**config.mk**
```make
export PLATFORM = sky130hd
export DESIGN_NAME = pipe_stage_buf
export DESIGN_NICKNAME = d
export VERILOG_FILES = /design/src/rtl/pipe_stage_buf.sv
export SDC_FILE = /design/constraint.sdc
export NUM_CORES = 1
export LEC_CHECK = 0
export BUFFER_PORTS_ARGS = -buffer_cell sky130_fd_sc_hd__buf_2
export CAP_MARGIN = 20
export CORE_AREA = 3 3 184 186
export CTS_CLUSTER_SIZE = 14
export DETAILED_ROUTE_END_ITERATION = 10
export DIE_AREA = 0 0 187 189
export PLACE_DENSITY = 0.53
export SLEW_MARGIN = 20
export SYNTH_ARGS = -nofsm -noshare
export SYNTH_HDL_FRONTEND = slang
export SYNTH_SLANG_ARGS = --single-unit
```
**constraint.sdc**
```tcl
create_clock -name clk -period 2.15 [get_ports clk]
set_input_delay 0.3225 -clock clk [delete_from_list [all_inputs] [get_ports clk]]
set_output_delay 0.3225 -clock clk [all_outputs]
set_load 0.05 [all_outputs]
```
**src/rtl/pipe_stage_buf.sv**
```systemverilog
// pipe_stage_buf
//   Inter-stage pipeline register with a valid/ready handshake and a
//   two-entry skid buffer (main entry + skid entry). Entries leave in
//   strict FIFO order. in_ready, out_valid and occupancy are decoded
//   only from the state register, so backpressure never forms a
//   combinational path from out_ready to in_ready.
//
// Parameters
//   DATA_W          width of one payload lane
//   LANES           number of lanes; payload width PW = LANES*DATA_W
//   CLEAR_ON_FLUSH  1: flush also zeroes both payload entries
//                   0: flush clears only the occupancy state
//
// Ports
//   clk        in   rising-edge clock
//   reset      in   asynchronous active-low reset
//   flush      in   synchronous flush, kills all held entries
//   in_valid   in   upstream entry valid
//   in_data    in   upstream payload [PW-1:0]
//   in_ready   out  stage can accept an entry this cycle
//   out_valid  out  downstream entry valid
//   out_data   out  downstream payload (main entry) [PW-1:0]
//   out_ready  in   downstream accepts; 0 = stall
//   occupancy  out  entries held (0, 1 or 2)
//
// Optional feature, macro PIPE_STAGE_PERF_CNT_EN:
//   stall_cnt  out  cycles with out_valid & !out_ready (wraps mod 2^32)
//   bubble_cnt out  cycles with !out_valid & !flush   (wraps mod 2^32)
//   Both are cleared only by reset; flush does not touch them.

module pipe_stage_buf #(
  parameter int unsigned DATA_W         = 32,
  parameter int unsigned LANES          = 4,
  parameter bit          CLEAR_ON_FLUSH = 1'b1
) (
  input  logic                      clk,
  input  logic                      reset,
  input  logic                      flush,
  input  logic                      in_valid,
  input  logic [LANES*DATA_W-1:0]   in_data,
  output logic                      in_ready,
  output logic                      out_valid,
  output logic [LANES*DATA_W-1:0]   out_data,
  input  logic                      out_ready,
`ifdef PIPE_STAGE_PERF_CNT_EN
  output logic [31:0]               stall_cnt,
  output logic [31:0]               bubble_cnt,
`endif
  output logic [1:0]                occupancy
);

  localparam int unsigned PW = LANES * DATA_W;

  // Encoding doubles as the occupancy count.
  typedef enum logic [1:0] {
    EMPTY = 2'd0,
    ONE   = 2'd1,
    FULL  = 2'd2
  } state_t;

  state_t          state_r;
  state_t          state_nxt_s;
  logic [PW-1:0]   main_r;
  logic [PW-1:0]   main_nxt_s;
  logic [PW-1:0]   skid_r;
  logic [PW-1:0]   skid_nxt_s;
  logic            in_fire_s;
  logic            out_fire_s;

  // Handshake outputs straight from the state flops.
  assign in_ready   = (state_r != FULL);
  assign out_valid  = (state_r != EMPTY);
  assign occupancy  = state_r;
  assign out_data   = main_r;

  assign in_fire_s  = in_valid & in_ready;
  assign out_fire_s = out_valid & out_ready;

  // Next-state and payload-steering decode; flush overrides any fire.
  always_comb begin
    state_nxt_s = state_r;
    main_nxt_s  = main_r;
    skid_nxt_s  = skid_r;
    if (flush) begin
      state_nxt_s = EMPTY;
      if (CLEAR_ON_FLUSH) begin
        main_nxt_s = '0;
        skid_nxt_s = '0;
      end else begin
        main_nxt_s = main_r;
        skid_nxt_s = skid_r;
      end
    end else begin
      case (state_r)
        EMPTY: begin
          if (in_fire_s) begin
            state_nxt_s = ONE;
            main_nxt_s  = in_data;
          end else begin
            state_nxt_s = EMPTY;
          end
        end
        ONE: begin
          if (in_fire_s && out_fire_s) begin
            state_nxt_s = ONE;
            main_nxt_s  = in_data;
          end else if (in_fire_s) begin
            // Main is stalled; the new entry parks in the skid slot.
            state_nxt_s = FULL;
            skid_nxt_s  = in_data;
          end else if (out_fire_s) begin
            state_nxt_s = EMPTY;
          end else begin
            state_nxt_s = ONE;
          end
        end
        FULL: begin
          // in_ready is low here, so only a pop can move the state.
          if (out_fire_s) begin
            state_nxt_s = ONE;
            main_nxt_s  = skid_r;
          end else begin
            state_nxt_s = FULL;
          end
        end
        default: begin
          // Unreachable encoding: recover to a clean empty stage.
          state_nxt_s = EMPTY;
          main_nxt_s  = '0;
          skid_nxt_s  = '0;
        end
      endcase
    end
  end

  // State and payload registers.
  always_ff @(posedge clk or negedge reset) begin
    if (!reset) begin
      state_r <= EMPTY;
      main_r  <= '0;
      skid_r  <= '0;
    end else begin
      state_r <= state_nxt_s;
      main_r  <= main_nxt_s;
      skid_r  <= skid_nxt_s;
    end
  end

`ifdef PIPE_STAGE_PERF_CNT_EN
  logic [31:0] stall_cnt_r;
  logic [31:0] bubble_cnt_r;

  assign stall_cnt  = stall_cnt_r;
  assign bubble_cnt = bubble_cnt_r;

  // Performance counters; wrap naturally, cleared only by reset.
  always_ff @(posedge clk or negedge reset) begin
    if (!reset) begin
      stall_cnt_r  <= 32'd0;
      bubble_cnt_r <= 32'd0;
    end else begin
      if (out_valid && !out_ready) begin
        stall_cnt_r <= stall_cnt_r + 32'd1;
      end else begin
        stall_cnt_r <= stall_cnt_r;
      end
      if (!out_valid && !flush) begin
        bubble_cnt_r <= bubble_cnt_r + 32'd1;
      end else begin
        bubble_cnt_r <= bubble_cnt_r;
      end
    end
  end
`endif

endmodule

```
== Word-level counts from Yosys, hierarchy flattened ==
Cells that the tools add are included.

* Output and inout bits: 132
* Memory bits (writable): 0
* Latch bits: 0
* Memories: 0
* Word-level logic and storage cells: 35
* Register bits after elaboration: 258
* Memory bits (read-only): 0
* Input bits: 133

* Bitwise logic cells: 2
* Add/sub/neg operators: 0
* Equality and inequality tests: 9
* Muxes and demuxes: 15
* Reductions and logical operators: 6
* Div/mod/pow operators: 0
* Multipliers: 0
* Shifts and indexed selects: 0
* $lt $le $gt $ge: 0

{| class="wikitable"
|+ Operators by type and width
! operator !! number
|-
| 128-bit two-way mux || 6
|-
| 128-bit one-hot mux with 3 select lines || 1
|-
| 128-bit one-hot mux with 2 select lines || 1
|-
| 3-bit != test (second input constant) || 5
|-
| 2-bit two-way mux || 4
|-
| 2-bit one-hot mux with 3 select lines || 1
|-
| 3-bit AND reduction || 2
|-
| 1-bit AND || 2
|-
| 2-bit by 1-bit equality test with 1-bit output (second input constant) || 1
|-
| 2-bit equality test (second input constant) || 1
|-
| 2-bit logical NOT || 1
|-
| 1-bit two-way mux || 2
|-
| 2-bit by 1-bit != test with 1-bit output (second input constant) || 1
|-
| 2-bit != test (second input constant) || 1
|-
| 2-bit nonzero test || 1
|-
| 2-bit OR reduction || 1
|-
| 1-bit logical AND || 1
|}

== Logic depth before layout (Yosys ltp) ==
Gate-level depths: netlist (run 1).

* Depth in word-level cells: 7
* Depth in mapped cells: 8
* Mapped depth without buffers: 4

== Least setup slack after synthesis (run 1) ==
OpenSTA, ideal clock, no wires.

* Path type: flip-flop to flip-flop
* Start point: register state_r[1], in the netlist occupancy[1]
* End point: register main_r[56], in the netlist out_data[56]
* Setup time: 0.077 ns
* Cell stages (with the launch flop): 7
* Data arrival time: 2.169 ns
* Clock period less this slack: 2.246 ns
* Slack: -0.096 ns
* Path buffers: 2
* Required time: 2.073 ns
* Cell sequence: dfrtp_1 > nand2b_1 > nor2_1 > clkbuf_1 > clkbuf_1 > a22oi_1 > o21ai_1

* Cells in the longest elaborated chain, start to end: 5
* Elaborated cells on any way between the ends: 14
* Classes of those cells: eq/ne: 6; mux: 2; bitwise: 2; reduce/logical: 4

{| class="wikitable"
|+ Ends and longest elaborated chain
! element !! line !! text
|-
| start: declaration || 61 || <nowiki>state_t state_r;</nowiki>
|-
| start signal: assignment || 143 || <nowiki>state_r <= state_nxt_s;</nowiki>
|-
| 2-bit != test * || 71 || <nowiki>assign in_ready = (state_r != FULL);</nowiki>
|-
| net in_ready || 41 || <nowiki>output logic in_ready,</nowiki>
|-
| 1-bit AND * || 76 || <nowiki>assign in_fire_s = in_valid & in_ready;</nowiki>
|-
| 1-bit logical AND || 104 || <nowiki>if (in_fire_s && out_fire_s) begin</nowiki>
|-
| 3-bit != test (no source line) || -- ||
|-
| 3-bit AND reduction (no source line) * || -- ||
|-
| end signal: assignment || 144 || <nowiki>main_r <= main_nxt_s;</nowiki>
|-
| end: declaration || 63 || <nowiki>logic [PW-1:0] main_r;</nowiki>
|}

Mark *: on every way through the listed nets, which the timed path passes. The rest lies on a longest branch.
A chain may end at the register's enable or synchronous reset.

== Worst setup path after layout (run 1) ==
* Start point: register state_r[1], in the netlist occupancy[1]
* End point: output port out_valid

* Cells in the longest elaborated chain, start to end: 1

{| class="wikitable"
|+ Ends and longest elaborated chain
! element !! line !! text
|-
| 2-bit nonzero test || 72 || <nowiki>assign out_valid = (state_r != EMPTY);</nowiki>
|-
| end: declaration || 42 || <nowiki>output logic out_valid,</nowiki>
|}

No other way between the ends.

==> impl_metrics.env, run 1 <==
export IMPL_hold_viol=0
export IMPL_boundaryPins=265
export IMPL_leakage_uw=0.00626
export IMPL_peakVddDrop_mv=0.624
export IMPL_start_util_pct=34.6
export IMPL_fin_crit_sh_pct=94.8
export IMPL_areaGrowthSynthToFinish_pct=25.9
export IMPL_cts_setup_buffers=0
export IMPL_die_h_um=189
export IMPL_crit_arrival_ns=1.72
export IMPL_r2r_slack_ns=0.28
export IMPL_vias_per_cell=5.12
export IMPL_layout_commonest_cell="buf_2"
export IMPL_h_tree_depth=1
export IMPL_timing_rr_start="occupancy[0]"
export IMPL_fmax_mhz=491
export IMPL_dr_total_vias=9429
export IMPL_crit_type="flop to output port"
export IMPL_grt_max_degree=128
export IMPL_clk_pin_slew_ns=0.06
export IMPL_outcome="finished, final reports clean"
export IMPL_die_w_um=187
export IMPL_synth_fp_nets=1293
export IMPL_ff2ff_path_depth=5
export IMPL_fin_util_pct=43.6
export IMPL_min_path_type="input port to flop"
export IMPL_gp_congestion=0.729
export IMPL_rsz0062_at_grt="no"
export IMPL_core_area_um2=32500
export IMPL_wire_per_inst_um=18.4
export IMPL_ys_warnings_count=0
export IMPL_synth_cell_types=24
export IMPL_drt_pass1_iterations=5
export IMPL_worstMarginPinSlew_ns=0.693
export IMPL_crit_fanout=13
export IMPL_finish_instance_area_um2=14200
export IMPL_grt_total_usage_pct=18.8
export IMPL_reg2reg_to="out_data[99]"
export IMPL_synth_edf_count=0
export IMPL_cts_tree="done"
export IMPL_power_density_nw_per_um2=883
export IMPL_fin_setup_tns_ns=0
export IMPL_max_slew_margin_rel_pct=53.8
export IMPL_routed_wl_um=34000
export IMPL_antenna_found_initial=3
export IMPL_hold_slack_ns=0.0427
export IMPL_placed_cell_area_um2=13200
export IMPL_drc=0
export IMPL_setup_viol=0
export IMPL_numCtsBuffers=30
export IMPL_worstPathRequired_ns=1.83
export IMPL_ys_seq_area_share_pct=57.4
export IMPL_nNetsFinal=1512
export IMPL_layout_min_cycle_time_ns=2.04
export IMPL_final_cell_mix="buf_2, dfrtp_1, o21ai_0, nand2_1, a22oi_1"
export IMPL_ys_flop_type="dfrtp_1"
export IMPL_clock_sinks=258
export IMPL_ys_async_sr_fraction_pct=100
export IMPL_drt_initial_drc_count=613
export IMPL_grt_pass1_wl_um=55000
export IMPL_skew_ns=0.0111
export IMPL_worstSkewPairLatency_ns=0.55
export IMPL_synth_cells=1160
export IMPL_synth_area_per_cell_um2=9.69
export IMPL_clockRootBuffer="clkbuf_16"
export IMPL_dieArea_um2=35300
export IMPL_maxCapViolCount=0
export IMPL_placementRows=66
export IMPL_ys_ff_latch=258
export IMPL_io_buffers=264
export IMPL_grt_pass1_vias=9409
export IMPL_crit_start="occupancy[1]"
export IMPL_p_total_uw=12500
export IMPL_drtAntennaViolNets=0
export IMPL_cp_start_kind="flop"
export IMPL_drv_slew=0
export IMPL_drive_above_1_share_pct=25.0
export IMPL_cts_buffer_depth=3
export IMPL_fillers=3203
export IMPL_endpoint="out_valid"
export IMPL_cp_end_kind="output port"
export IMPL_mappedNetlistArea_um2=11200
export IMPL_grt_overflow_total=0
export IMPL_dp_hpwl_um=20400
[cells by family (layout without fill, tap and decap cells)]
kind of cell,count (synthesis),in the layout,share of synthesized area [%]
compound gates,480,480,26.4
other cells,0,1,0
buf+inv,203,443,7.37
flops,258,258,57.4
simple gates,219,219,8.84
[how the worst min path moves through the flow]
stage,startpoint,endpoint,slack (ns),cells after the start
2_1_floorplan,reset,occupancy[0],0.03,0
3_3_place_gp,reset,out_data[6],0.31,1
3_5_place_dp,reset,out_data[6],0.30,1
4_1_cts,in_data[46],skid_r[46],0.02,3
5_1_grt,in_data[72],skid_r[72],0.03,3
6_report,in_data[43],skid_r[43],0.04,3
[cell type report]
class | count | area [µm²] | area share, %
Sequential cell | 258 | 6460 | 45.6
Clock buffer | 48 | 900 | 6.35
Inverter | 89 | 334 | 2.36
Antenna cell | 1 | 2.50 | 0.0177
Multi-Input combinational cell | 699 | 4010 | 28.3
Clock inverter | 5 | 50.0 | 0.354
Timing Repair Buffer | 301 | 1850 | 13.1
Tap cell | 442 | 553 | 3.91
[layer usage]
| layer | routed length (µm) | track usage, % |
|---|---|---|
| met5 | 28 | 0 |
| met1 | 15500 | 26.6 |
| met3 | 2220 | 4.57 |
| met4 | 730 | 4.25 |
| met2 | 15500 | 29.4 |
[synthesized netlist by cell type (2+ instances only)]
master / instances / area (µm²)
o21ai_1: 39 / 195
buf_2: 17 / 85.1
nor2_1: 3 / 11.3
buf_6: 5 / 56.3
a21oi_1: 40 / 200
o211ai_1: 89 / 668
buf_1: 2 / 7.51
o21a_1: 2 / 15.0
a22oi_1: 128 / 961
nand2_1: 168 / 631
buf_4: 2 / 15.0
o21ai_0: 179 / 896
inv_1: 89 / 334
clkbuf_1: 88 / 330
nand3b_1: 40 / 300
nor2b_1: 2 / 12.5
dfrtp_1: 258 / 6460
nand2b_1: 3 / 18.8
[critical path: stages (launching register included)]
cell     delay (ns)
dfrtp_1        0.44
buf_4          0.22
or2_2          0.29
buf_2          0.22
[registers in the layout (all words and copies together) (netlist names)]
register / count
skid_r: 128
out_data: 128
occupancy: 2
[power by group]
part / switching, µW / internal, µW / total (µW)
clock: 1990 / 2950 / 4940
combinational: 1620 / 566 / 2190
sequential: 191 / 5180 / 5370
[what timing repair did]
item,in CTS,in global routing
endpoints found under the hold margin,46,0
resized for setup,0,0
endpoints found under the setup margin,0,0
hold buffers,2,0
[through the flow]
stage	cells	setup slack, ns
global placement	1787	0.312
detailed placement	1787	0.263
global route	1842	0.0233
CTS	1842	0.0849
floorplan	1160	0.0640
finish	1843	0.112
Note: power is estimated with default switching activity, not from simulation.
==> inputs of run 2 (changes only) <==
Settings changed: PLACE_DENSITY 0.53 to default.
==> run 2 against run 1 <==
  * Critical path depth stayed put
  * Global-route usage is 0.67 points lower
  * Sequential share of layout area is 0.056 points lower
  * Core utilization is 0.054 points higher
  * Via count is 0.33% lower
  * Register-to-register slack worse by 0.12 ns
  * Largest power group unchanged
==> impl_metrics.env, run 2 (synthesis gave the netlist of run 1 again) <==
export IMPL_max_slew_margin_rel_pct=47.7
export IMPL_cp_start_kind="flop"
export IMPL_maxCapViolCount=0
export IMPL_outcome="finished, final reports clean"
export IMPL_gp_congestion=0.754
export IMPL_dieArea_um2=35300
export IMPL_cts_tree="done"
export IMPL_fmax_mhz=490
export IMPL_setup_viol=0
export IMPL_die_h_um=189
export IMPL_grt_total_usage_pct=18.1
export IMPL_use_met1_pct=24.7
export IMPL_clk_pin_slew_ns=0.07
export IMPL_fin_setup_tns_ns=0
export IMPL_cts_buffer_depth=3
export IMPL_worstMarginPinSlew_ns=0.783
export IMPL_cp_end_kind="output port"
export IMPL_placed_cell_area_um2=13100
export IMPL_grt_pass1_vias=9410
export IMPL_start_util_pct=34.6
export IMPL_gr_max_usage_layer="met2"
export IMPL_worstSkewPairLatency_ns=0.54
export IMPL_dp_hpwl_um=20100
export IMPL_antenna_found_initial=5
export IMPL_grt_max_degree=114
export IMPL_dr_total_vias=9398
export IMPL_post_cts_resized=0
export IMPL_crit_fanout=10
export IMPL_placementRows=66
export IMPL_drt_pass1_iterations=6
export IMPL_finish_instance_area_um2=14200
export IMPL_met3_usage_pct=3.94
export IMPL_h_tree_depth=1
export IMPL_grt_pass1_wl_um=52900
export IMPL_areaGrowthSynthToFinish_pct=26.1
export IMPL_peakVddDrop_mv=0.590
export IMPL_routed_wl_um=32900
export IMPL_power_density_nw_per_um2=891
export IMPL_hold_slack_ns=0.0388
export IMPL_leakage_uw=0.00626
export IMPL_drt_initial_drc_count=774
export IMPL_worstPathRequired_ns=1.83
export IMPL_crit_arrival_ns=1.72
export IMPL_fillers=3170
export IMPL_drc=0
export IMPL_vias_per_cell=5.11
export IMPL_fin_crit_sh_pct=94.9
export IMPL_boundaryPins=265
export IMPL_numCtsBuffers=29
export IMPL_layout_commonest_cell="buf_2"
export IMPL_wire_per_inst_um=17.9
export IMPL_use_met2_pct=29.2
export IMPL_rsz0062_at_grt="no"
export IMPL_min_path_type="input port to flop"
export IMPL_layout_min_cycle_time_ns=2.04
export IMPL_final_cell_mix="buf_2, dfrtp_1, o21ai_0, nand2_1, a22oi_1"
export IMPL_io_buffers=264
export IMPL_core_area_um2=32500
export IMPL_grt_overflow_total=0
export IMPL_crit_type="flop to output port"
export IMPL_hold_viol=0
export IMPL_die_w_um=187
export IMPL_drive_above_1_share_pct=25.4
export IMPL_drtAntennaViolNets=0
export IMPL_clockRootBuffer="clkbuf_16"
export IMPL_skew_ns=0.00857
export IMPL_cts_setup_buffers=0
export IMPL_drv_slew=0
export IMPL_clock_sinks=258
export IMPL_nNetsFinal=1507
## run 2: worst max-delay path, cell delays in order (launching register included)
cell and delay [ns]:
dfrtp_1 0.43, buf_4 0.21, or2_2 0.30, buf_2 0.22
## run 2: final cells by class
| cell class | count | area [µm²] | share of cell area [%] |
|---|---|---|---|
| inverters | 89 | 334 | 2.36 |
| flip-flops and latches | 258 | 6460 | 45.5 |
| clock inverters | 12 | 124 | 0.874 |
| clock buffers | 42 | 875 | 6.17 |
| repair buffers | 296 | 1800 | 12.7 |
| well taps | 442 | 553 | 3.90 |
| diodes | 1 | 2.50 | 0.0177 |
| multi-input cells | 700 | 4030 | 28.4 |
## run 2: timing repair
item / 4_1_cts / 5_1_grt
setup endpoints to repair: 0 / 94
hold endpoints to repair: 40 / 0
hold buffers: 2 / 0
## run 2: report_power, final
| part | total, µW | internal, µW | switching (µW) |
|---|---|---|---|
| clock | 5100 | 3060 | 2040 |
| sequential | 5370 | 5180 | 188 |
| combinational | 2170 | 556 | 1610 |
## run 2: path summary, 6_finish.rpt
check / from / slack (ns) / to / depth (start not counted)
max: occupancy[1] / 0.11 / out_valid / 3
min: in_data[7] / 0.04 / skid_r[7] / 3
max reg2reg: occupancy[1] / 0.16 / out_data[82] / 5
min reg2reg: out_data[112] / 0.47 / out_data[112] / 2
max in group asynchronous: reset / 1.09 / out_data[79] / 3
min in group asynchronous: reset / 0.26 / out_data[31] / 2
## run 2: per-stage QoR
stage                     power, µW  setup slack, ns  utilization [%]  instances
final                         12600            0.110             43.7       1840
after global routing          13200           0.0385             43.7       1840
after CTS                     12800           0.0723             43.7       1838
after global placement         7630            0.137             40.5       1782
after detailed placement       7640           0.0940             40.5       1782
after floorplan                6820           0.0640                -       1160
## run 2: per-layer routing
layer	wire length (µm)	part of all wire, %
met4	869	2.6
met3	2140	6.5
met1	14600	45
met5	48	0.15
met2	15200	46
==> inputs of run 3 (changes only) <==
Settings changed: CORE_AREA 3 3 184 186 to 3 3 198 200, DIE_AREA 0 0 187 189 to 0 0 201 203.
==> run 3 against run 2 <==
  * Clock power shrank 4%
  * Hold slack lost 0.0037 ns
  * Sequential share of layout area shrank 0.26 points
  * Via count grew 1.2%
  * Critical path type unchanged
  * Critical endpoint unchanged
  * Largest cell class unchanged
==> impl_metrics.env, run 3 (synthesis gave the netlist of run 1 again) <==
export IMPL_grt_max_degree=90
export IMPL_cp_depth=3
export IMPL_fin_crit_sh_pct=96.4
export IMPL_clk_pin_slew_ns=0.06
export IMPL_setup_viol=0
export IMPL_crit_type="flop to output port"
export IMPL_cts_buffer_depth=3
export IMPL_final_cell_mix="buf_2, dfrtp_1, o21ai_0, nand2_1, a22oi_1"
export IMPL_grt_total_usage_pct=16.3
export IMPL_io_buffers=264
export IMPL_dieArea_um2=40800
export IMPL_fmax_mhz=482
export IMPL_seqCellArea_um2=6460
export IMPL_cp_end_kind="output port"
export IMPL_worstMarginPinSlew_ns=0.591
export IMPL_max_slew_margin_rel_pct=60.6
export IMPL_grt_pass1_wl_um=54500
export IMPL_clockRootBuffer="clkbuf_16"
export IMPL_drtAntennaViolNets=0
export IMPL_maxCapViolCount=0
export IMPL_critPathSlowestCell="dfrtp_2"
export IMPL_cp_start_kind="flop"
export IMPL_r2r_slack_ns=0.33
export IMPL_rsz0062_at_grt="no"
export IMPL_dp_hpwl_um=21000
export IMPL_layout_commonest_cell="buf_2"
export IMPL_reg2reg_to="out_data[83]"
export IMPL_multi_input_area_um2=4020
export IMPL_holdPathEnd="skid_r[71]"
export IMPL_fillers=3768
export IMPL_nNetsFinal=1511
export IMPL_min_delay_start="in_data[71]"
export IMPL_gp_congestion=0.771
export IMPL_fin_setup_tns_ns=0
export IMPL_power_density_nw_per_um2=875
export IMPL_leakage_uw=0.00627
export IMPL_core_area_um2=37600
export IMPL_layout_min_cycle_time_ns=2.07
export IMPL_grt_pass1_vias=9583
export IMPL_crit_path_max_incr_delay_ns=0.46
export IMPL_die_w_um=201
export IMPL_antenna_found_initial=7
export IMPL_critical_path_buf_inv_count=2
export IMPL_areaGrowthSynthToFinish_pct=26.8
export IMPL_h_tree_depth=1
export IMPL_cts_tree="done"
export IMPL_vias_per_cell=4.98
export IMPL_drive_above_1_share_pct=25.3
export IMPL_hold_slack_ns=0.0351
export IMPL_min_path_type="input port to flop"
export IMPL_crit_fanout=12
export IMPL_numCtsBuffers=29
export IMPL_timing_rr_start="occupancy[0]"
export IMPL_min_path_cells=3
export IMPL_worstPathRequired_ns=1.83
export IMPL_ff2ff_path_depth=5
export IMPL_die_h_um=203
export IMPL_drv_slew=0
export IMPL_fin_util_pct=37.9
export IMPL_drc=0
export IMPL_boundaryPins=265
export IMPL_grt_overflow_total=0
export IMPL_dr_total_vias=9512
export IMPL_crit_arrival_ns=1.75
export IMPL_clock_sinks=258
export IMPL_wire_per_inst_um=17.7
export IMPL_worstSkewPairLatency_ns=0.55
export IMPL_drt_pass1_iterations=5
export IMPL_routed_wl_um=33800
export IMPL_placementRows=71
export IMPL_crit_family="flip-flops"
export IMPL_skew_ns=0.0232
export IMPL_crit_chain="buf_4 > or2_2 > buf_2"
export IMPL_drt_initial_drc_count=472
export IMPL_hold_viol=0
export IMPL_peakVddDrop_mv=0.530
export IMPL_start_util_pct=29.9
export IMPL_outcome="finished, final reports clean"
-- run 3: changes by cell type in the layout (fill, tap and decap cells not counted) --
| cell | before | now |
|---|---|---|
| buf_12 | 18 | 20 |
| buf_4 | 13 | 16 |
| bufinv_16 | 2 | 3 |
| clkbuf_1 | 3 | 4 |
| clkbuf_8 | 10 | 4 |
| clkinv_2 | 5 | 6 |
| clkinv_4 | 0 | 2 |
| clkinvlp_4 | 4 | 0 |
| dfrtp_1 | 258 | 257 |
| dfrtp_2 | 0 | 1 |
| diode_2 | 1 | 3 |
| inv_6 | 1 | 0 |
| nor2_2 | 1 | 0 |
-- run 3: worst max-delay path by stage --
stage	start	end	slack, ns
final	occupancy[1]	out_valid	0.08
after global routing	occupancy[1]	out_valid	0.01
after CTS	occupancy[1]	out_valid	0.01
after detailed placement	out_ready	out_data[83]	0.30
after global placement	out_ready	out_data[94]	0.37
after floorplan	occupancy[0]	out_data[56]	0.06
-- run 3: timing repair --
| item | CTS | global route |
|---|---|---|
| buffers inserted | 0 | 0 |
| hold buffers | 2 | 0 |
| endpoints found under the setup margin | 0 | 1 |
| endpoints found under the hold margin | 37 | 0 |
| resized for setup | 0 | 1 |
-- run 3: area by class of cell --
cell class,instances,share of cell area [%]
multi-input cells,699,28.2
well taps,511,4.48
flip-flops and latches,258,45.3
clock inverters,11,0.965
inverters,89,2.34
diodes,3,0.0526
repair buffers,301,13.1
clock buffers,37,5.58
-- run 3: worst register-to-register path: cells and delay by family (launching register included) --
family                 cells  cell delay [ns]
buffers and inverters      2             0.53
AO/OA/AOI/OAI              2             0.46
flip-flops                 1             0.42
AND/OR/NAND/NOR            1             0.29
-- run 3: layer usage --
metal  GRT usage (%)  routed length (µm)  vias up  share of wire (%)
met5               0                  46        -               0.14
met3            3.22                2200       54                6.5
li1                -                   -     4508                  -
met1            21.8               14800     4658                 44
met4            4.57                 777        8                2.3
met2            27.1               16000      284                 47
-- run 3: where the power goes --
part,switching (µW),internal [µW]
clock,1980,2940
sequential,187,5180
combinational,1620,561
total,3790,8690
-- run 3: metrics by stage --
step	setup slack, ns	instances	power, µW	area [µm²]
final	0.0772	1909	12500	14300
after CTS	0.0147	1906	12700	14200
after global routing	0.0135	1909	13000	14300
after global placement	0.373	1856	7640	13300
after floorplan	0.0640	1160	6820	11200
after detailed placement	0.304	1856	7660	13300
